`src/rtl/axi_rd_responder.sv`:
```
// Memory-side read responder: accepts one 2-D read request, streams word reads
// through a 1-cycle memory and returns the beats via a 2-entry skid FIFO.
module axi_rd_responder #(
  parameter int ADDR_W     = 10,
  parameter int DATA_W     = 64,
  parameter int FIFO_DEPTH = 2
) (
  input  logic              clk,
  input  logic              rst,
  input  logic [7:0]        lsu_axi_arid,
  input  logic [ADDR_W-1:0] lsu_axi_araddr,
  input  logic [7:0]        lsu_axi_arlen,
  input  logic [2:0]        lsu_axi_arsize,
  input  logic [1:0]        lsu_axi_arburst,
  input  logic [2:0]        lsu_axi_arstr,
  input  logic [7:0]        lsu_axi_arnum,
  input  logic              lsu_axi_arvld,
  input  logic              lsu_axi_rrdy,
  output logic              axi_lsu_arrdy,
  output logic [7:0]        axi_lsu_rid,
  output logic [DATA_W-1:0] axi_lsu_rdata,
  output logic [1:0]        axi_lsu_rresp,
  output logic              axi_lsu_rlast,
  output logic              axi_lsu_rvld,
  output logic              mem_rd_en,
  output logic [ADDR_W-1:0] mem_rd_addr,
  input  logic [DATA_W-1:0] mem_rd_data
);

  localparam int PTR_W = (FIFO_DEPTH > 1) ? $clog2(FIFO_DEPTH) : 1;
  localparam int CNT_W = $clog2(FIFO_DEPTH + 1);

  typedef enum logic [1:0] {IDLE, ISSUE, DRAIN} state_t;

  state_t            state;
  logic              arrdy_q;
  logic [7:0]        id_q, len_q, num_q, beat_cnt, row_cnt;
  logic [2:0]        str_q;
  logic              incr_q, err_q;
  logic [ADDR_W-1:0] addr_q, row_base;

  logic              vld_p1, err_p1, last_p1;

  logic [DATA_W-1:0] fifo_data [FIFO_DEPTH];
  logic              fifo_err  [FIFO_DEPTH];
  logic              fifo_last [FIFO_DEPTH];
  logic [PTR_W-1:0]  wr_ptr, rd_ptr;
  logic [CNT_W-1:0]  count;

  logic              issue, row_end, last_beat;
  logic [ADDR_W-1:0] row_base_nxt;
  logic              pop, pop_fifo, push;
  logic [DATA_W-1:0] push_data;

  // Credit: beats held in the FIFO plus the one whose data is arriving must leave room.
  assign issue        = (state == ISSUE) && ((int'(count) + int'(vld_p1)) < FIFO_DEPTH);
  assign row_end      = (beat_cnt == len_q);
  assign last_beat    = row_end && (row_cnt == num_q);
  assign row_base_nxt = row_base + ADDR_W'(len_q) + ADDR_W'(1) + ADDR_W'(str_q);

  assign mem_rd_en     = issue && !err_q;
  assign mem_rd_addr   = addr_q;
  assign axi_lsu_arrdy = arrdy_q;
  assign axi_lsu_rid   = id_q;

  always_ff @(posedge clk or posedge rst) begin
    if (rst) begin
      state    <= IDLE;
      arrdy_q  <= 1'b0;
      id_q     <= '0;
      len_q    <= '0;
      num_q    <= '0;
      str_q    <= '0;
      incr_q   <= 1'b0;
      err_q    <= 1'b0;
      addr_q   <= '0;
      row_base <= '0;
      beat_cnt <= '0;
      row_cnt  <= '0;
    end else begin
      case (state)
        IDLE: begin
          if (!arrdy_q) begin
            arrdy_q <= 1'b1;
          end else if (lsu_axi_arvld) begin
            arrdy_q  <= 1'b0;
            id_q     <= lsu_axi_arid;
            len_q    <= lsu_axi_arlen;
            num_q    <= lsu_axi_arnum;
            str_q    <= lsu_axi_arstr;
            incr_q   <= (lsu_axi_arburst == 2'b01);
            err_q    <= (lsu_axi_arsize != 3'd3) || lsu_axi_arburst[1];
            addr_q   <= lsu_axi_araddr;
            row_base <= lsu_axi_araddr;
            beat_cnt <= '0;
            row_cnt  <= '0;
            state    <= ISSUE;
          end
        end
        ISSUE: begin
          if (issue) begin
            if (row_end) begin
              row_base <= row_base_nxt;
              addr_q   <= row_base_nxt;
              beat_cnt <= '0;
              row_cnt  <= row_cnt + 8'd1;
            end else begin
              beat_cnt <= beat_cnt + 8'd1;
              if (incr_q) addr_q <= addr_q + ADDR_W'(1);
            end
            if (last_beat) state <= DRAIN;
          end
        end
        DRAIN: begin
          if ((count == '0) && !vld_p1) begin
            state   <= IDLE;
            arrdy_q <= 1'b1;
          end
        end
        default: state <= IDLE;
      endcase
    end
  end

  // Stage p1: memory data for the beat issued last cycle is on mem_rd_data.
  always_ff @(posedge clk or posedge rst) begin
    if (rst) vld_p1 <= 1'b0;
    else     vld_p1 <= issue;
  end

  always_ff @(posedge clk) begin
    err_p1  <= err_q;
    last_p1 <= last_beat;
  end

  // The p1 beat falls straight through to the output when the FIFO is empty.
  assign pop       = axi_lsu_rvld && lsu_axi_rrdy;
  assign pop_fifo  = pop && (count != '0);
  assign push      = vld_p1 && !(pop && (count == '0));
  assign push_data = err_p1 ? '0 : mem_rd_data;

  always_ff @(posedge clk or posedge rst) begin
    if (rst) begin
      wr_ptr <= '0;
      rd_ptr <= '0;
      count  <= '0;
    end else begin
      if (push)     wr_ptr <= wr_ptr + PTR_W'(1);
      if (pop_fifo) rd_ptr <= rd_ptr + PTR_W'(1);
      count <= count + CNT_W'(push) - CNT_W'(pop_fifo);
    end
  end

  always_ff @(posedge clk) begin
    if (push) begin
      fifo_data[wr_ptr] <= push_data;
      fifo_err[wr_ptr]  <= err_p1;
      fifo_last[wr_ptr] <= last_p1;
    end
  end

  always_comb begin
    axi_lsu_rvld  = 1'b0;
    axi_lsu_rdata = '0;
    axi_lsu_rresp = 2'b00;
    axi_lsu_rlast = 1'b0;
    if (count != '0) begin
      axi_lsu_rvld  = 1'b1;
      axi_lsu_rdata = fifo_data[rd_ptr];
      axi_lsu_rresp = fifo_err[rd_ptr] ? 2'b10 : 2'b00;
      axi_lsu_rlast = fifo_last[rd_ptr];
    end else if (vld_p1) begin
      axi_lsu_rvld  = 1'b1;
      axi_lsu_rdata = push_data;
      axi_lsu_rresp = err_p1 ? 2'b10 : 2'b00;
      axi_lsu_rlast = last_p1;
    end
  end

endmodule
```
`config.mk`:
```
export PLATFORM = sky130hd
export DESIGN_NAME = axi_rd_responder
export DESIGN_NICKNAME = d
export VERILOG_FILES = /design/src/rtl/axi_rd_responder.sv
export SDC_FILE = /design/constraint.sdc
export NUM_CORES = 1
export LEC_CHECK = 0
export BUFFER_PORTS_ARGS = -buffer_cell sky130_fd_sc_hd__buf_4
export CORE_MARGIN = 2
export CORE_UTILIZATION = 35
export CTS_CLUSTER_DIAMETER = 150
export DETAILED_ROUTE_END_ITERATION = 16
export GPL_TIMING_DRIVEN = 0
export PLACE_DENSITY = 0.55
export SLEW_MARGIN = 25
export SYNTH_ARGS = -nofsm -noshare
export SYNTH_HDL_FRONTEND = slang
export SYNTH_SLANG_ARGS = --single-unit
```
`constraint.sdc`:
```
create_clock -name clk -period 4.8 [get_ports clk]
set_input_delay 0.72 -clock clk [delete_from_list [all_inputs] [get_ports clk]]
set_output_delay 0.72 -clock clk [all_outputs]
set_load 0.02 [all_outputs]
```
Yosys cells after proc, flatten, opt, wreduce, memory -nomap -nowiden
Memory sizes are Yosys's and may differ from the RTL's.
Index checks and enable logic that the tools add are counted.
Widths: inputs -> output; s select.
- memories kept: 3
- word-level logic and storage cells: 109
- register bits: 75
- memory bits (writable): 132
- bits of input ports: 110
- output and inout port bits: 88
- multiplexer cells: 40
- $lt $le $gt $ge: 1
- eq/ne operators: 13
- $add $sub $neg: 11
- reduce and logical (&&, ||, !) cells: 23
- memories (memory ; depth ; bits a word ; read ports ; clocked after memory_dff ; wr ports ; line ; RTL):
    fifo_data ; 2 ; 64 ; 1 ; 0 ; 1 ; 44 ; logic [DATA_W-1:0] fifo_data [FIFO_DEPTH];
    fifo_err ; 2 ; 1 ; 1 ; 0 ; 1 ; 45 ; logic fifo_err [FIFO_DEPTH];
    fifo_last ; 2 ; 1 ; 1 ; 0 ; 1 ; 46 ; logic fifo_last [FIFO_DEPTH];
- operators by type and width (operator ; count):
    $mux 64 ; 3
    $mux 10 ; 7
    $mux 8 ; 6
    $pmux 10 s2 ; 2
    $pmux 8 s2 ; 2
    $add 10x1->10 const B ; 2
    $mux 2 ; 9
    $add 8x1->8 const B ; 2
    $eq 8x8->1 ; 2
    $reduce_and 5->1 ; 3
    $ne 2x2->1 const B ; 6
    $add 10x3->10 ; 1
    $add 10x8->10 ; 1
    $mux 1 ; 9
    $logic_and 1x1->1 ; 8
    $pmux 2 s3 ; 1
    $reduce_bool 2->1 ; 3
    $eq 2x1->1 const B ; 2
    $logic_not 2->1 ; 2
    $reduce_and 4->1 ; 1
    $add 2x1->3 ; 1
    $logic_not 1->1 ; 3
    $lt 3x2->1 const B ; 1
    $ne 3x2->1 const B ; 1
    9 further kinds ; 10

Depth between registers and ports, before layout
- depth in word-level cells: 8
- mapped depth: 12
- gate-level depth less buffers: 12

Worst setup path before layout
OpenSTA, ideal clock, no wires.
- kind: reg2reg
- from: register vld_p1
- to: memory fifo_data[0][0], enable pin
- library setup time: 0.491 ns
- stages on the path, launching flop included: 5
- buffers on the path: 2
- data required time: 4.309 ns
- path slack: 0.627 ns
- clock period less this slack: 4.173 ns
- data arrival time: 3.683 ns
- cell sequence: dfrtp_1 clkbuf_1 clkbuf_1 nand2_1 nor2_1
- word-level cells in the longest chain between the ends: 8
- RTL lines (element ; line ; RTL):
    from (decl) ; 42 ; logic vld_p1, err_p1, last_p1;
    from (signal assigned) ; 128 ; else vld_p1 <= issue;
    $mux 1 ; 172 ; end else if (vld_p1) begin
    $mux 1 ; 167 ; if (count != '0) begin
    $logic_and 1x1->1 ; 137 ; assign pop = axi_lsu_rvld && lsu_axi_rrdy;
    $logic_and 1x1->1 ; 139 ; assign push = vld_p1 && !(pop && (count == '0));
    $logic_not 1->1 ; 139 ;
    $logic_and 1x1->1 (*) ; 139 ;
    $mux 1 (*) ; 155 ; if (push) begin
    $mux 1 (implied by the code) (*) ; 156 ; fifo_data[wr_ptr] <= push_data;
    to (decl) ; 44 ;
Mark *: on every way between the ends. The rest lies on a longest branch, timed or not.

Final worst setup path
- from: register count[0]
- to: output axi_lsu_rdata[49]
- word-level cells in the longest chain between the ends: 2
- RTL lines (element ; line ; RTL):
    from (decl) ; 48 ; logic [CNT_W-1:0] count;
    from (signal assigned) ; 150 ; count <= count + CNT_W'(push) - CNT_W'(pop_fifo);
    $reduce_bool 2->1 ; 167 ;
    $mux 64 ; 167 ;
    to (decl) ; 21 ; output logic [DATA_W-1:0] axi_lsu_rdata,
Every way passes these cells.

==> metrics list <==
* Max IR drop VDD: 0.318 mV
- In this run, synthesis produced a sequential element count of 207.
- Compared with the post-synthesis result, the final layout area differs by 28.7%.
- Dividing the detail-routed wire length by the instance count gives 17.4 um.
- Setup crit end kind: primary output
- STA classifies the critical path startpoint as a flop.
- Entering global routing, the biggest net connects 48 pins.
- The number of nets handed over by synthesis was 973.
* Sequential share of power: 31.0%
- DRC viols: 0
- Clock Sinks: 207
- Instance count after placement with tap cells included: 1425
- Net switching power of the design: 3.93 mW
* Ant diodes: 0
* Number of buffer and inverter instances along the worst setup path: 3
- Post-layout nets: 1200
* Setup-failing EPs final: 0
- Remaining global-route overflow: 0
- Commonest non-fill, non-tap cells in the layout: sky130_fd_sc_hd__buf_4 (198), sky130_fd_sc_hd__edfxtp_1 (132), sky130_fd_sc_hd__o21ai_0 (89)
* First-pass GRT wire length: 40.5 mm
* Hold-fix buffers at CTS: 0
- Total GRT Usage: 16.8%
- The critical path goes through nor2_1, clkbuf_1, clkbuf_1, nand3_1, o21ai_0, buf_4.
- Via density: 4.94
- Clock transition at path regs: 60 ps
- 198 I/O pins were placed.
- Non-filler cells in the finished layout: 1469
* Worst Path Class, Setup: flop to primary output
- Ratio of total power to cell area: 742 mW/mm^2
- The clock network burns 18.9% of the power.
- Metal2 WL: 11.8 mm
- The number of pins with negative max-slew slack in the final report was 0.
- The worst hold path belongs to the class input pin to asynchronous set/reset pin.
- In this run the vertical extent of the chip is 173 um.
- Final critical delay including setup and external delays: 3870 ps
- Global placer's final weighted congestion: 0.810
- Total number of yosys warnings: 0
- Combinational group share of total power: 50.1%
- The floorplan step set the die width to 173 um.
- The tree is rooted in a sky130_fd_sc_hd__clkbuf_16.
* Clock insertion delay at the later pin of the skew report: 510 ps
- Gate family responsible for the most delay along the worst path: buffers and inverters
- Clock tree buffer depth: 3
* Data required time of the worst path: 4080 ps
- Sequential cell area fraction in the yosys report: 58.0%
- Fin Clk Skew: 9.36 ps
- Share of total power consumed by net switching: 40.9%
* Unrepaired setup endpoints after global routing: false
* Most frequent standard cell in the layout excluding fill and tap cells: sky130_fd_sc_hd__buf_4
- Utilization of the core after routing: 45.4%
- Based on the critical path, the design can be clocked at up to 259 MHz.
- Post-CTS repair changed the size of 0 cells.
- Run status: finished clean
* Cell row count: 62
- The most used flip-flop cell after synthesis is sky130_fd_sc_hd__edfxtp_1.
* Tightest Pin Transition: 863 ps
* Number of global-route vias before repair: 7269
- After legalization and detailed placement, the total HPWL measured 18.2 mm.
* WL final: 25.6 mm
- Proportion of register bits with asynchronous set or reset after synthesis: 35.3%
- Count of port buffers added during placement: 196
- The analysis attributes to cell leakage a power of 5.14 nW.
* H-tree depth: 1
* Standard cell with the maximum stage delay on the critical path: sky130_fd_sc_hd__nor2_1
- Across all layers, the routed design uses 7260 vias.
- Effective utilization at floorplan: 35.3%
* CTS tree: done
* Fraction of layout instances using a drive strength above 1: 26.5%
- Dividing the synthesized area by the synthesized cell count gives 12.0 um^2.
- In this run, the number of DRC markers left after iteration 0 of detailed routing was 435.
- The internal portion of the total power is 5.67 mW.
- Counting flops with a built-in enable in the synthesized netlist gives 132.
- The number of antenna violations at the first check in global routing came to 0.
- Hold timing on the final database bottoms out at a slack of 208 ps.
- Number of different library cells in the post-synthesis netlist: 62
* Maximum cell stage delay along the critical path: 680 ps
- Wire segments on met3 add up to 1.60 mm in the final route.
- Routed length on met1: 11.8 mm
- Data arrival at the endpoint of the critical path: 3150 ps
* Top routing layer in use: met4
- Of all nets on the critical path, the largest fanout is 10.
- Clock tree synthesis inserted a total of 24 buffers.
* Max_cap viols: 0
- After layout, the worst path uses 80.6% of the clock period.
- Detail Route Antenna Nets: 0
- Post-synth design cell area: 0.0100 mm^2
- In this run the standard cell core region covers 0.0285 mm^2.
* Count of TritonRoute iterations in the first routing pass: 5
* Area enclosed by the die boundary: 0.0301 mm^2
* Crit-path most repeated cell: sky130_fd_sc_hd__clkbuf_1
- Slew margin rel.: 42.3%
- Post-CTS setup buffers: 0
- Total count of hold-check failures in the final report: 0
- Synthesized instance count: 840
## cell families (layout without fill, tap and decap cells)
| group | after synthesis | count (layout) | synth area share, % |
|---|---|---|---|
| muxes | 100 | 100 | 10.3 |
| other | 1 | 1 | 0.0373 |
| xor gates and xnor gates | 38 | 38 | 3.31 |
| buffers and inverters | 72 | 317 | 2.95 |
| AOI/OAI and AO/OA | 150 | 150 | 8.94 |
| DFF | 207 | 207 | 58.0 |
| and+or+nand+nor | 249 | 249 | 13.3 |
| adders and majority gates | 23 | 23 | 3.09 |
## state kept, by name, indices dropped and copies added (netlist names)
register / flops
mem_rd_addr: 10
last_p1: 1
axi_lsu_rid: 8
beat_cnt: 8
rd_ptr: 1
str_q: 3
err_p1: 1
incr_q: 1
fifo_err: 2
fifo_data: 128
err_q: 1
row_cnt: 8
state: 2
row_base: 10
axi_lsu_arrdy: 1
len_q: 8
count: 2
num_q: 8
wr_ptr: 1
fifo_last: 2
vld_p1: 1
## worst paths after layout
path / slack (ps) / startpoint / to / cells after the start
setup / recovery: 930 / count[0] / axi_lsu_rdata[49] / 6
hold / removal: 210 / rst / axi_lsu_rid[6] / 2
setup reg to reg: 1950 / len_q[1] / row_base[7] / 8
hold reg to reg: 410 / err_q / err_p1 / 0
max in group asynchronous: 4010 / rst / axi_lsu_rid[7] / 3
min in group clk: 410 / err_q / err_p1 / 0
## synthesized netlist by cell type (2+ instances only)
cell type,count,area (um^2)
sky130_fd_sc_hd__nor4_4,2,42.5
sky130_fd_sc_hd__nor3_1,11,55.1
sky130_fd_sc_hd__nand2_1,34,128
sky130_fd_sc_hd__buf_2,9,45.0
sky130_fd_sc_hd__a21boi_0,2,15.0
sky130_fd_sc_hd__a21oi_1,11,55.1
sky130_fd_sc_hd__fa_1,3,60.1
sky130_fd_sc_hd__buf_1,5,18.8
sky130_fd_sc_hd__nand3_1,78,390
sky130_fd_sc_hd__o31ai_1,5,37.5
sky130_fd_sc_hd__edfxtp_1,132,3960
sky130_fd_sc_hd__o21ai_0,89,445
sky130_fd_sc_hd__or4_1,2,15.0
sky130_fd_sc_hd__o21a_1,4,30.0
sky130_fd_sc_hd__a211oi_1,4,30.0
sky130_fd_sc_hd__xnor2_1,23,201
sky130_fd_sc_hd__dfxtp_1,2,40.0
sky130_fd_sc_hd__xor2_1,15,131
sky130_fd_sc_hd__ha_1,20,250
sky130_fd_sc_hd__mux2i_1,69,691
sky130_fd_sc_hd__a31oi_1,10,62.6
sky130_fd_sc_hd__o211ai_1,3,22.5
sky130_fd_sc_hd__nor2b_1,68,425
sky130_fd_sc_hd__nand2b_1,2,12.5
sky130_fd_sc_hd__o22ai_1,2,12.5
sky130_fd_sc_hd__nor2_1,30,113
sky130_fd_sc_hd__nand3b_1,2,15.0
sky130_fd_sc_hd__mux2_2,31,349
sky130_fd_sc_hd__dfrtp_1,73,1830
sky130_fd_sc_hd__and3_1,5,31.3
sky130_fd_sc_hd__inv_1,15,56.3
sky130_fd_sc_hd__nand4_1,4,25.0
sky130_fd_sc_hd__nor4_1,3,18.8
sky130_fd_sc_hd__clkbuf_1,40,150
sky130_fd_sc_hd__a21o_1,3,22.5
sky130_fd_sc_hd__nor4bb_1,2,20.0
sky130_fd_sc_hd__buf_4,2,15.0
## layer usage
metal | vias to the layer above | GRT usage [%]
li1 | 3536 | -
met1 | 3454 | 23.5
met2 | 238 | 27.2
met3 | 32 | 3.25
met4 | 0 | 3.81
met5 | - | 0
## power by group through the flow
stage	registers, mW	logic (mW)	clock network, mW
global route	3.06	5.28	1.94
finish	2.98	4.81	1.82
global placement	3.05	4.71	0
CTS	2.98	4.86	1.87
floorplan	3.05	3.06	0
detailed placement	3.02	4.84	0
## final cells by class
cell class              instances  area, um^2
repair buffers                201        1600
flip-flops and latches        207        5830
multi-input cells             561        3940
clock inverters                13         136
inverters                      15        58.8
plain buffers                  57         240
fillers                      2667       15500
well taps                     384         480
clock buffers                  31         648
## per-stage QoR
| stage | cell area (um^2) | setup TNS, ps | setup WS, ps | total power [mW] |
|---|---|---|---|---|
| 3_3_place_gp | 12000 | -119260 | -1810 | 7.76 |
| 3_5_place_dp | 12100 | 0 | 1390 | 7.86 |
| 2_1_floorplan | 10000 | 0 | 627 | 6.10 |
| 4_1_cts | 12900 | 0 | 822 | 9.71 |
| 6_report | 12900 | 0 | 932 | 9.60 |
| 5_1_grt | 12900 | 0 | 662 | 10.3 |
## worst register-to-register path, cell delays in order (launching register included)
cell and delay [ps]:
sky130_fd_sc_hd__dfrtp_1 450, sky130_fd_sc_hd__fa_1 520, sky130_fd_sc_hd__ha_1 320, sky130_fd_sc_hd__a211oi_1 310, sky130_fd_sc_hd__nor2_1 130, sky130_fd_sc_hd__o41ai_1 310, sky130_fd_sc_hd__xor2_1 240, sky130_fd_sc_hd__o21ai_0 150
sky130_fd_sc_hd__mux2_2 300
No activity file was read; power rests on OpenSTA's default activity.
